### src/rtl/apb_timer_if.sv
// APB3 bus bundle between the AHB-to-APB bridge and the timer slave.
// PCLKEN travels with the bus because it qualifies every handshake step.
interface apb_timer_if #(
    parameter int ADDRWIDTH = 16,
    parameter int DATAWIDTH = 32
);
    logic                 PCLKEN;
    logic                 PSEL;
    logic                 PENABLE;
    logic [ADDRWIDTH-1:0] PADDR;
    logic                 PWRITE;
    logic [DATAWIDTH-1:0] PWDATA;
    logic [DATAWIDTH-1:0] PRDATA;
    logic                 PREADY;
    logic                 PSLVERR;

    modport master (
        output PCLKEN, PSEL, PENABLE, PADDR, PWRITE, PWDATA,
        input  PRDATA, PREADY, PSLVERR
    );

    modport slave (
        input  PCLKEN, PSEL, PENABLE, PADDR, PWRITE, PWDATA,
        output PRDATA, PREADY, PSLVERR
    );
endinterface

### src/rtl/apb_timer_slave.sv
// APB3 timer peripheral: CTRL/LOAD/VALUE/STATUS registers, a 32-bit
// down-counter (one-shot or auto-reload) with a level interrupt, and a
// configurable number of PCLKEN-qualified wait states on PREADY.
module apb_timer_slave #(
    parameter int ADDRWIDTH   = 16,
    parameter int DATAWIDTH   = 32,
    parameter int WAIT_STATES = 1
) (
    input  logic          HCLK,
    input  logic          HRESET,
    apb_timer_if.slave    apb,
    output logic          TIMER_IRQ
);
    typedef enum logic {ST_IDLE, ST_ACCESS} state_t;

    localparam logic [3:0] WAIT_INIT = 4'(WAIT_STATES);

    localparam logic [1:0] SEL_CTRL   = 2'd0;
    localparam logic [1:0] SEL_LOAD   = 2'd1;
    localparam logic [1:0] SEL_VALUE  = 2'd2;
    localparam logic [1:0] SEL_STATUS = 2'd3;

    // Bus-side state
    state_t               state_q, state_d;
    logic [ADDRWIDTH-1:0] addr_q, addr_d;
    logic                 write_q, write_d;
    logic [DATAWIDTH-1:0] wdata_q, wdata_d;
    logic [3:0]           wcnt_q, wcnt_d;

    // Timer registers
    logic                 en_q, en_d;
    logic                 ie_q, ie_d;
    logic                 reload_q, reload_d;
    logic                 irq_q, irq_d;
    logic [DATAWIDTH-1:0] load_q, load_d;
    logic [DATAWIDTH-1:0] value_q, value_d;

    logic                 mapped;
    logic [1:0]           reg_sel;
    logic                 access_err;
    logic                 ready;
    logic                 commit;
    logic                 expire;
    logic [DATAWIDTH-1:0] rdata;

    // Decode of the captured address; decisions are made on the copy taken
    // in the setup phase, not on the live bus.
    assign mapped     = (addr_q[ADDRWIDTH-1:4] == '0) && (addr_q[1:0] == 2'b00);
    assign reg_sel    = addr_q[3:2];
    assign access_err = !mapped || (write_q && (reg_sel == SEL_VALUE));
    assign ready      = (state_q == ST_ACCESS) && (wcnt_q == 4'd0);
    assign commit     = ready && apb.PSEL && apb.PENABLE && apb.PCLKEN
                        && write_q && !access_err;
    assign expire     = en_q && (value_q == '0);

    // Register read multiplexer
    always_comb begin
        rdata = '0;
        case (reg_sel)
            SEL_CTRL:   rdata = {{(DATAWIDTH-3){1'b0}}, reload_q, ie_q, en_q};
            SEL_LOAD:   rdata = load_q;
            SEL_VALUE:  rdata = value_q;
            SEL_STATUS: rdata = {{(DATAWIDTH-1){1'b0}}, irq_q};
            default:    rdata = '0;
        endcase
    end

    // Response outputs are only non-zero in the completing (ready) cycle
    assign apb.PREADY  = ready;
    assign apb.PSLVERR = ready && access_err;
    assign apb.PRDATA  = (ready && !access_err) ? rdata : '0;
    assign TIMER_IRQ   = irq_q && ie_q;

    // APB handshake next-state: setup capture, wait countdown, completion/abort
    always_comb begin
        state_d = state_q;
        addr_d  = addr_q;
        write_d = write_q;
        wdata_d = wdata_q;
        wcnt_d  = wcnt_q;
        case (state_q)
            ST_IDLE: begin
                if (apb.PSEL && !apb.PENABLE && apb.PCLKEN) begin
                    state_d = ST_ACCESS;
                    addr_d  = apb.PADDR;
                    write_d = apb.PWRITE;
                    wdata_d = apb.PWDATA;
                    wcnt_d  = WAIT_INIT;
                end
            end
            ST_ACCESS: begin
                if (!apb.PSEL) begin
                    // Master abandoned the transfer: nothing commits
                    state_d = ST_IDLE;
                end else if (apb.PCLKEN) begin
                    if (wcnt_q != 4'd0) begin
                        wcnt_d = wcnt_q - 4'd1;
                    end else if (apb.PENABLE) begin
                        state_d = ST_IDLE;
                    end
                end
            end
            default: state_d = ST_IDLE;
        endcase
    end

    // Counter and register next-state; bus writes are applied after the
    // counter so a written value overrides the count, while an expiry in
    // the same cycle still raises IRQ.
    always_comb begin
        en_d     = en_q;
        ie_d     = ie_q;
        reload_d = reload_q;
        irq_d    = irq_q;
        load_d   = load_q;
        value_d  = value_q;

        if (en_q) begin
            if (value_q != '0) begin
                value_d = value_q - 1'b1;
            end else begin
                irq_d = 1'b1;
                if (reload_q) begin
                    value_d = load_q;
                end else begin
                    en_d = 1'b0;
                end
            end
        end

        if (commit) begin
            case (reg_sel)
                SEL_CTRL: begin
                    en_d     = wdata_q[0];
                    ie_d     = wdata_q[1];
                    reload_d = wdata_q[2];
                end
                SEL_LOAD: begin
                    load_d  = wdata_q;
                    value_d = wdata_q;
                end
                SEL_STATUS: begin
                    // Clear loses to a simultaneous set
                    if (wdata_q[0] && !expire) begin
                        irq_d = 1'b0;
                    end
                end
                default: ;
            endcase
        end
    end

    // Bus-side state register
    always_ff @(posedge HCLK or posedge HRESET) begin
        if (HRESET) begin
            state_q <= ST_IDLE;
            addr_q  <= '0;
            write_q <= 1'b0;
            wdata_q <= '0;
            wcnt_q  <= 4'd0;
        end else begin
            state_q <= state_d;
            addr_q  <= addr_d;
            write_q <= write_d;
            wdata_q <= wdata_d;
            wcnt_q  <= wcnt_d;
        end
    end

    // Timer register file
    always_ff @(posedge HCLK or posedge HRESET) begin
        if (HRESET) begin
            en_q     <= 1'b0;
            ie_q     <= 1'b0;
            reload_q <= 1'b0;
            irq_q    <= 1'b0;
            load_q   <= '0;
            value_q  <= '0;
        end else begin
            en_q     <= en_d;
            ie_q     <= ie_d;
            reload_q <= reload_d;
            irq_q    <= irq_d;
            load_q   <= load_d;
            value_q  <= value_d;
        end
    end
endmodule

### src/flat_wrapper.sv
// flat-port wrapper written by rule: the top's interface ports become plain ports
module apb_timer_slave_flat 
#(
    parameter int ADDRWIDTH   = 16,
    parameter int DATAWIDTH   = 32,
    parameter int WAIT_STATES = 1
)
  (HCLK, HRESET, TIMER_IRQ, apb_PCLKEN, apb_PSEL, apb_PENABLE, apb_PADDR, apb_PWRITE, apb_PWDATA, apb_PRDATA, apb_PREADY, apb_PSLVERR);
  apb_timer_if #(.ADDRWIDTH(ADDRWIDTH), .DATAWIDTH(DATAWIDTH)) apb_i ();
  input  logic HCLK;
  input  logic HRESET;
  output logic TIMER_IRQ;
  input wire logic [$bits(apb_i.PCLKEN)-1:0] apb_PCLKEN;
  input wire logic [$bits(apb_i.PSEL)-1:0] apb_PSEL;
  input wire logic [$bits(apb_i.PENABLE)-1:0] apb_PENABLE;
  input wire logic [$bits(apb_i.PADDR)-1:0] apb_PADDR;
  input wire logic [$bits(apb_i.PWRITE)-1:0] apb_PWRITE;
  input wire logic [$bits(apb_i.PWDATA)-1:0] apb_PWDATA;
  output wire logic [$bits(apb_i.PRDATA)-1:0] apb_PRDATA;
  output wire logic [$bits(apb_i.PREADY)-1:0] apb_PREADY;
  output wire logic [$bits(apb_i.PSLVERR)-1:0] apb_PSLVERR;
  assign apb_i.PCLKEN = apb_PCLKEN;
  assign apb_i.PSEL = apb_PSEL;
  assign apb_i.PENABLE = apb_PENABLE;
  assign apb_i.PADDR = apb_PADDR;
  assign apb_i.PWRITE = apb_PWRITE;
  assign apb_i.PWDATA = apb_PWDATA;
  assign apb_PRDATA = apb_i.PRDATA;
  assign apb_PREADY = apb_i.PREADY;
  assign apb_PSLVERR = apb_i.PSLVERR;
  apb_timer_slave #(.ADDRWIDTH(ADDRWIDTH), .DATAWIDTH(DATAWIDTH), .WAIT_STATES(WAIT_STATES)) u_core (.HCLK(HCLK), .HRESET(HRESET), .apb(apb_i), .TIMER_IRQ(TIMER_IRQ));
endmodule
### config.mk
export PLATFORM = sky130hd
export DESIGN_NAME = apb_timer_slave_flat
export DESIGN_NICKNAME = d
export VERILOG_FILES = /design/src/rtl/apb_timer_if.sv /design/src/rtl/apb_timer_slave.sv /design/src/flat_wrapper.sv
export SDC_FILE = /design/constraint.sdc
export NUM_CORES = 1
export LEC_CHECK = 0
export BUFFER_PORTS_ARGS = -buffer_cell sky130_fd_sc_hd__buf_2
export CAP_MARGIN = 30
export CORE_MARGIN = 4
export CORE_UTILIZATION = 35
export DETAILED_ROUTE_END_ITERATION = 8
export GPL_ROUTABILITY_DRIVEN = 0
export SYNTH_ARGS = -nofsm -noshare
export SYNTH_HDL_FRONTEND = slang
export SYNTH_SLANG_ARGS = --single-unit
### constraint.sdc
create_clock -name HCLK -period 3.85 [get_ports HCLK]
set_input_delay 0.1925 -clock HCLK [delete_from_list [all_inputs] [get_ports HCLK]]
set_output_delay 0.1925 -clock HCLK [all_outputs]
set_load 0.1 [all_outputs]
==> flow_metrics.tcl, run 1 <==
set metrics [dict create \
    cts_made_buffers 17 \
    antenna_cells 0 \
    grt_max_degree 68 \
    synth-edff-count 0 \
    relSlewSlack 0.411 \
    syn-instance-count 681 \
    wl_per_cell_um 17.5 \
    clock_skew_ns 0.00565 \
    ys.flop_type "dfrtp_1" \
    overflow 0 \
    final_layout_size_suffix_gt1_frac 0.257 \
    postCtsSetupRepairBufs 0 \
    violations "negative hold slack" \
    firstDrtPassIters 5 \
    drt-vias-per-instance 5.47 \
    synth.avg_cell_area_um2 9.41 \
    synth_fp_nets 738 \
    start_util 0.357 \
    die-area_um2 20500 \
    grt_pass1_wl_mm 30.2 \
    grt_pass1_vias 5674 \
    core_um2 18000 \
    synth_seq_area_share 0.477 \
    hpwl_mm 12.4 \
    antenna_found_initial 0 \
    finalSetupViolations 0 \
    cts.sinks 122 \
    cp-end-kind "primary output" \
    drt_iter0_markers 436 \
    clkLatencyLatePin_ns 0.42 \
    worst_slack_ns 0.633 \
    clockBufferDepth 2 \
    ys_types 61 \
    die-width_um 143 \
    timing.final.crit_period_ns 3.22 \
    synthToLayoutAreaGrowth_pct 25.6 \
    startpoint_type "flop" \
    clk_pin_slew_worst_paths_ns 0.05 \
    worst_hold_slack_ns -0.0441 \
    fmax_mhz 311 \
    netlist_area_um2 6410 \
    cts_tree "built" \
    fin_crit_sh 0.836 \
    setup_tns_ns 0 \
    pin_count 89 \
    vias 5666 \
    hold_path.class "input pin to async pin" \
    place.port_buffers 88 \
    synth-seq-cells 122 \
    rsz0062_at_grt "false" \
    dpl_worst_slack_ns 1.07 \
    path_max_fanout 18 \
    htree_levels 4 \
    drcViolationCount 0 \
    power_density_nw_per_um2 467 \
    fill_cells 1738 \
    critPathRequiredTime_ns 3.66 \
    core.rowCount 49 \
    grt_usage 0.186 \
    worst_slew_pin_slew_ns 0.884 \
    fin_total_pwr_mw 3.75 \
    post_cts_resized 0 \
    totalWireLength_mm 18.1 \
    fin_nets 852 \
    leakage_nw 3.59 \
    synth-async-reset-ratio 1.00 \
    cts-root-buf "clkbuf_16" \
    maxSlewViolCount 0 \
    status "finished, violations left" \
    antenna_left 0 \
    crit_type "flop to primary output" \
    crit_arrival_ns 3.02 \
    synth_warnings 0 \
    ir_worst_vdd_mv 0.296 \
    hold_viol_final 42 \
    die_h_um 143 \
    maxCapViolCount 0 \
]
worst max-delay path, stage by stage, from the launching register on:
cell and delay (ns):
dfrtp_1 0.38, nor4_1 0.46, nand4_1 0.29, a211o_1 0.58
buf_4 0.32, nor2_1 0.14, buf_2 0.44
stage by stage:
stage / util / cells / area [um2]
after CTS: 0.448 / 1035 / 8040
final: 0.448 / 1035 / 8040
after detailed placement: 0.398 / 978 / 7160
after global routing: 0.448 / 1035 / 8040
after global placement: 0.398 / 978 / 7160
after floorplan: - / 681 / 6410
worst paths after layout:
path / from / endpoint / slack, ns / cells past startpoint
hold reg to reg: u_core.wdata_q[4] / u_core.load_q[4] / 0.48 / 2
setup / recovery: u_core.addr_q[0] / apb_PRDATA[6] / 0.63 / 6
setup reg to reg: u_core.wcnt_q[0] / u_core.value_q[30] / 1.02 / 8
max in group asynchronous: HRESET / u_core.wdata_q[9] / 3.08 / 3
hold / removal: HRESET / u_core.wdata_q[23] / -0.04 / 2
min in group HCLK: apb_PWDATA[17] / u_core.wdata_q[17] / 0.01 / 2
flip-flops by register name, indices dropped and copies added (netlist names):
| register | flops |
|---|---|
| u_core.load_q | 32 |
| u_core.value_q | 32 |
| u_core.wdata_q | 32 |
| u_core.addr_q | 16 |
| u_core.wcnt_q | 4 |
| u_core.en_q | 1 |
| u_core.ie_q | 1 |
| u_core.irq_q | 1 |
| u_core.reload_q | 1 |
| u_core.state_q | 1 |
| u_core.write_q | 1 |
power by group:
group	internal, mW	total (mW)	leakage, nW	switching [mW]
sequential	1.44	1.59	1.50	0.152
combinational	0.232	0.491	1.79	0.258
clock	1.12	1.67	0.302	0.551
total	2.79	3.75	3.59	0.961
what timing repair did:
| action | CTS | global route |
|---|---|---|
| setup endpoints to repair | 0 | 0 |
| endpoints found under the hold margin | 27 | 0 |
| hold buffers | 27 | 0 |
routing by layer:
layer / share of wire / global-route usage / vias to the layer above / wire [um]
met5: 0 / 0 / - / 0
met4: 0.011 / 0.0525 / 0 / 200
met3: 0.050 / 0.0409 / 20 / 898
met2: 0.45 / 0.290 / 146 / 8150
met1: 0.49 / 0.263 / 2788 / 8880
li1: - / - / 2712 / -
cell families (layout without fill, tap and decap cells):
group	Yosys count	after routing	synth area share
AO/OA/AOI/OAI	151	151	0.156
XOR/XNOR	3	3	0.00410
adder cells (fa/ha/maj)	3	3	0.00586
buffers and inverters	58	183	0.0363
flip-flops	122	122	0.477
multiplexers	57	57	0.101
AND/OR/NAND/NOR	287	287	0.220
cells in the final DEF (no fill, tap or decap), types with 3 or more instances in the layout:
cell / n
a31oi_1: 10
a211oi_1: 3
a211o_1: 4
and2_1: 9
nand4_1: 10
and4_1: 3
a21oi_1: 29
a311oi_1: 4
nor3b_1: 3
a22o_1: 3
bufinv_16: 4
xnor2_1: 3
o21ai_0: 32
ha_1: 3
nor3_1: 18
nand2_1: 116
buf_4: 22
dlygate4sd3_1: 27
and3_1: 5
o22ai_1: 5
mux2i_1: 4
clkbuf_8: 3
clkbuf_16: 17
buf_2: 88
nor4_4: 4
o31ai_1: 3
o211ai_1: 3
o31a_1: 4
mux2_2: 52
nor4_1: 10
dfrtp_1: 122
or3_1: 8
nor2_1: 64
a22oi_1: 36
clkinv_2: 3
nand3_1: 17
inv_1: 15
synthesized netlist by cell type (2+ instances only):
master     number  area, um2
nor3b_1         3       22.5
nor4_4          3       63.8
a21oi_1        29        145
and3_2          2       15.0
nor2_1         64        240
a211o_1         4       35.0
o31ai_1         3       22.5
inv_1          16       60.1
mux2i_1         4       40.0
clkbuf_1       30        113
a221oi_1        2       17.5
o31a_1          4       35.0
and2_1          9       56.3
a22oi_1        36        270
nand3_1        17       85.1
a31oi_1        10       62.6
o211ai_1        3       22.5
buf_2          11       55.1
a211oi_1        3       22.5
o21ai_0        32        160
and4_1          3       26.3
dfrtp_1       122       3050
a21o_1          2       15.0
o22ai_1         5       31.3
nand3b_1        2       15.0
a311oi_1        4       35.0
nand4_1        10       62.6
mux2_2         52        586
nand2_1       116        435
or3_1           8       50.1
nor3_1         19       95.1
ha_1            3       37.5
nor2b_1         3       18.8
and3_1          5       31.3
a2111oi_0       2       17.5
a22o_1          3       26.3
xnor2_1         3       26.3
o221ai_1        2       17.5
nor4_1         10       62.6
layout make-up:
type	count	area (um2)	area share
sequential	122	3050	0.380
multi-input combinational	501	3150	0.392
inverter	16	62.6	0.00778
clock buffer	22	474	0.0590
tap	229	287	0.0356
clock inverter	8	143	0.0177
timing repair buffer	137	876	0.109
Power figures use the tool's default switching activity.
==> inputs of run 2 (changes only) <==
- ABC_AREA: default -> 1
- clock period: 3.85 -> 2.8 ns (I/O delays scaled with it)
==> flow_metrics.tcl, run 2 <==
set metrics [dict create \
    status "finished, final reports clean" \
    wl_met1_mm 10.2 \
    route.met2.wl_mm 9.43 \
    ir_worst_vdd_mv 0.389 \
    synth_compound_area_frac 0.0849 \
    worstPathCellList "inv_2 -> nor2_2 -> buf_4 -> nand2_1 -> a21oi_4 -> buf_12" \
    synth_most_common_cell "nand2_1" \
    ys_types 32 \
    totalWireLength_mm 20.8 \
    synth_seq_area_share 0.422 \
    ys.flop_type "dfrtp_1" \
    synth_mux_area_frac 0 \
    maxSlewViolCount 0 \
    wl_per_cell_um 13.8 \
    worst_slew_pin_slew_ns 0.894 \
    clk_pin_slew_worst_paths_ns 0.06 \
    cts_tree "built" \
    crit_cells 6 \
    cp_slowest_stage_delay_ns 0.58 \
    post_cts_resized 0 \
    r2r-start "u_core.addr_q[2]" \
    grt_usage 0.186 \
    path_max_fanout 18 \
    synth_warnings 0 \
    crit_family "simple AND/OR/NAND/NOR gates" \
    setup_tns_ns 0 \
    drt-vias-per-instance 4.68 \
    die_h_um 152 \
    synth_fp_nets 1156 \
    leakage_nw 4.96 \
    wl_met3_um 889 \
    cts-root-buf "clkbuf_16" \
    synthSimpleGateAreaFrac 0.404 \
    clock_skew_ns 0.00734 \
    crit_arrival_ns 2.45 \
    ctsHoldBuffers 50 \
    die-width_um 152 \
    start_util 0.357 \
    startpoint_type "flop" \
    cts_made_buffers 17 \
    hold_path.class "input pin to flop" \
    htree_levels 4 \
    relSlewSlack 0.403 \
    pin_count 89 \
    firstDrtPassIters 5 \
    crit_end "apb_PRDATA[10]" \
    postCtsSetupRepairBufs 0 \
    crit_path_top_delay_cell "nor2_2" \
    core.rowCount 52 \
    final_layout_size_suffix_gt1_frac 0.168 \
    grt_pass1_wl_mm 35.7 \
    grt_max_degree 60 \
    hold_viol_final 0 \
    cp-end-kind "primary output" \
    r2r_setup_slack_ns 0.59 \
    r2r-end "u_core.value_q[17]" \
    synthAdderAreaFrac 0.00518 \
    drt_iter0_markers 503 \
    maxUsedRoutingLayer "met4" \
    crit_type "flop to primary output" \
    clkLatencyLatePin_ns 0.42 \
    cts.sinks 122 \
    clockBufferDepth 2 \
    yosys.area.top_type "dfrtp_1" \
    largestRegisters "u_core.load_q: 32 flops, u_core.value_q: 32 flops, u_core.wdata_q: 32 flops" \
    syn-instance-count 1099 \
    antenna_found_initial 0 \
    synthToLayoutAreaGrowth_pct 31.8 \
    antenna_left 0 \
    synth.avg_cell_area_um2 6.59 \
    dp_cells 1427 \
    finalNonFillerCells 1509 \
    netlist_area_um2 7240 \
    layout_commonest_cell "nand2_1" \
    worst_hold_slack_ns 0.0333 \
    reg2reg_depth 7 \
    core_um2 20300 \
    fin_crit_sh 0.924 \
    synth-async-reset-ratio 1.00 \
    timing.final.crit_period_ns 2.59 \
    critical_path_buf_inv_count 3 \
    critPathLaunch "u_core.addr_q[2]" \
    synth_top_family_by_area "simple AND/OR/NAND/NOR gates" \
    yosys-top-cells-area "dfrtp_1, nand2_1, a21oi_1" \
    power_density_nw_per_um2 491 \
    grt_pass1_vias 6847 \
    hpwl_mm 14.9 \
    overflow 0 \
    synth-edff-count 0 \
    fmax_mhz 387 \
    synth_common_cells "nand2_1, dfrtp_1, nor2_1, inv_1, a21oi_1" \
    yosysTopAreaCellShare 0.422 \
    maxCapViolCount 0 \
    synth_xor_area_frac 0.0121 \
    vias 7065 \
    layout_common_cells "nand2_1, dfrtp_1, nor2_1" \
    critPathRequiredTime_ns 2.66 \
    place.port_buffers 88 \
    finalSetupViolations 0 \
    fin_nets 1283 \
    antenna_cells 0 \
    synth-seq-cells 122 \
    rsz0062_at_grt "false" \
    drcViolationCount 0 \
    die-area_um2 23000 \
]
-- run 2: cell types whose count changed in the layout (fill, tap and decap cells not counted), sizes merged, moves of 24 or more --
cell   before  now
mux2       52    0
a21oi      29   59
nor2       64   88
nand3      17   41
nand2     117  587
inv        16   72
a22oi      36    0
-- run 2: area by class of cell --
type | instances | area [um2]
clock inverters | 13 | 143
repair buffers | 154 | 1370
well taps | 270 | 338
multi-input cells | 860 | 3920
inverters | 71 | 273
flip-flops and latches | 122 | 3050
fillers | 2118 | 10800
clock buffers | 19 | 443
-- run 2: worst register-to-register path, cell delays in order (launching register included) --
cell and delay (ns):
dfrtp_1 0.40, inv_2 0.09, nor2_2 0.58, inv_1 0.17, nor2_4 0.16, inv_2 0.34
nand3_1 0.29, nand2_1 0.06
-- run 2: through the flow --
| step | power (mW) | utilization | cell area, um2 | worst slack, ns |
|---|---|---|---|---|
| 6_report | 4.68 | 0.470 | 9540 | 0.214 |
| 5_1_grt | 4.90 | 0.470 | 9540 | 0.0305 |
| 4_1_cts | 4.74 | 0.470 | 9540 | 0.154 |
| 3_5_place_dp | 2.50 | 0.417 | 8460 | 0.566 |
| 3_3_place_gp | 2.48 | 0.417 | 8460 | 0.583 |
| 2_1_floorplan | 2.33 | - | 7480 | -0.218 |
-- run 2: how the worst min path moves through the flow --
stage                         from                  to  cells past startpoint
finish                    apb_PSEL      u_core.state_q                      3
global route              apb_PSEL      u_core.state_q                      3
CTS                       apb_PSEL      u_core.state_q                      3
detailed placement          HRESET    u_core.addr_q[9]                      2
global placement            HRESET    u_core.addr_q[9]                      2
floorplan           apb_PWDATA[10]  u_core.wdata_q[10]                      2
-- run 2: routing by layer --
metal | global-route usage | vias to the layer above
met2 | 0.291 | 146
met3 | 0.0390 | 28
met4 | 0.0501 | 0
li1 | - | 3658
met5 | 0 | -
met1 | 0.263 | 3233
-- run 2: kinds of logic after synthesis --
| logic type | Yosys count |
|---|---|
| simple gates | 727 |
| buf+inv | 117 |
| flops | 122 |
| compound gates | 120 |
| fa+ha+maj | 3 |
| xor+xnor | 10 |
-- run 2: power by group --
| part | total (mW) | internal (mW) | switching (mW) |
|---|---|---|---|
| combinational | 0.492 | 0.184 | 0.308 |
| sequential | 2.02 | 1.92 | 0.0971 |
| clock | 2.17 | 1.34 | 0.835 |
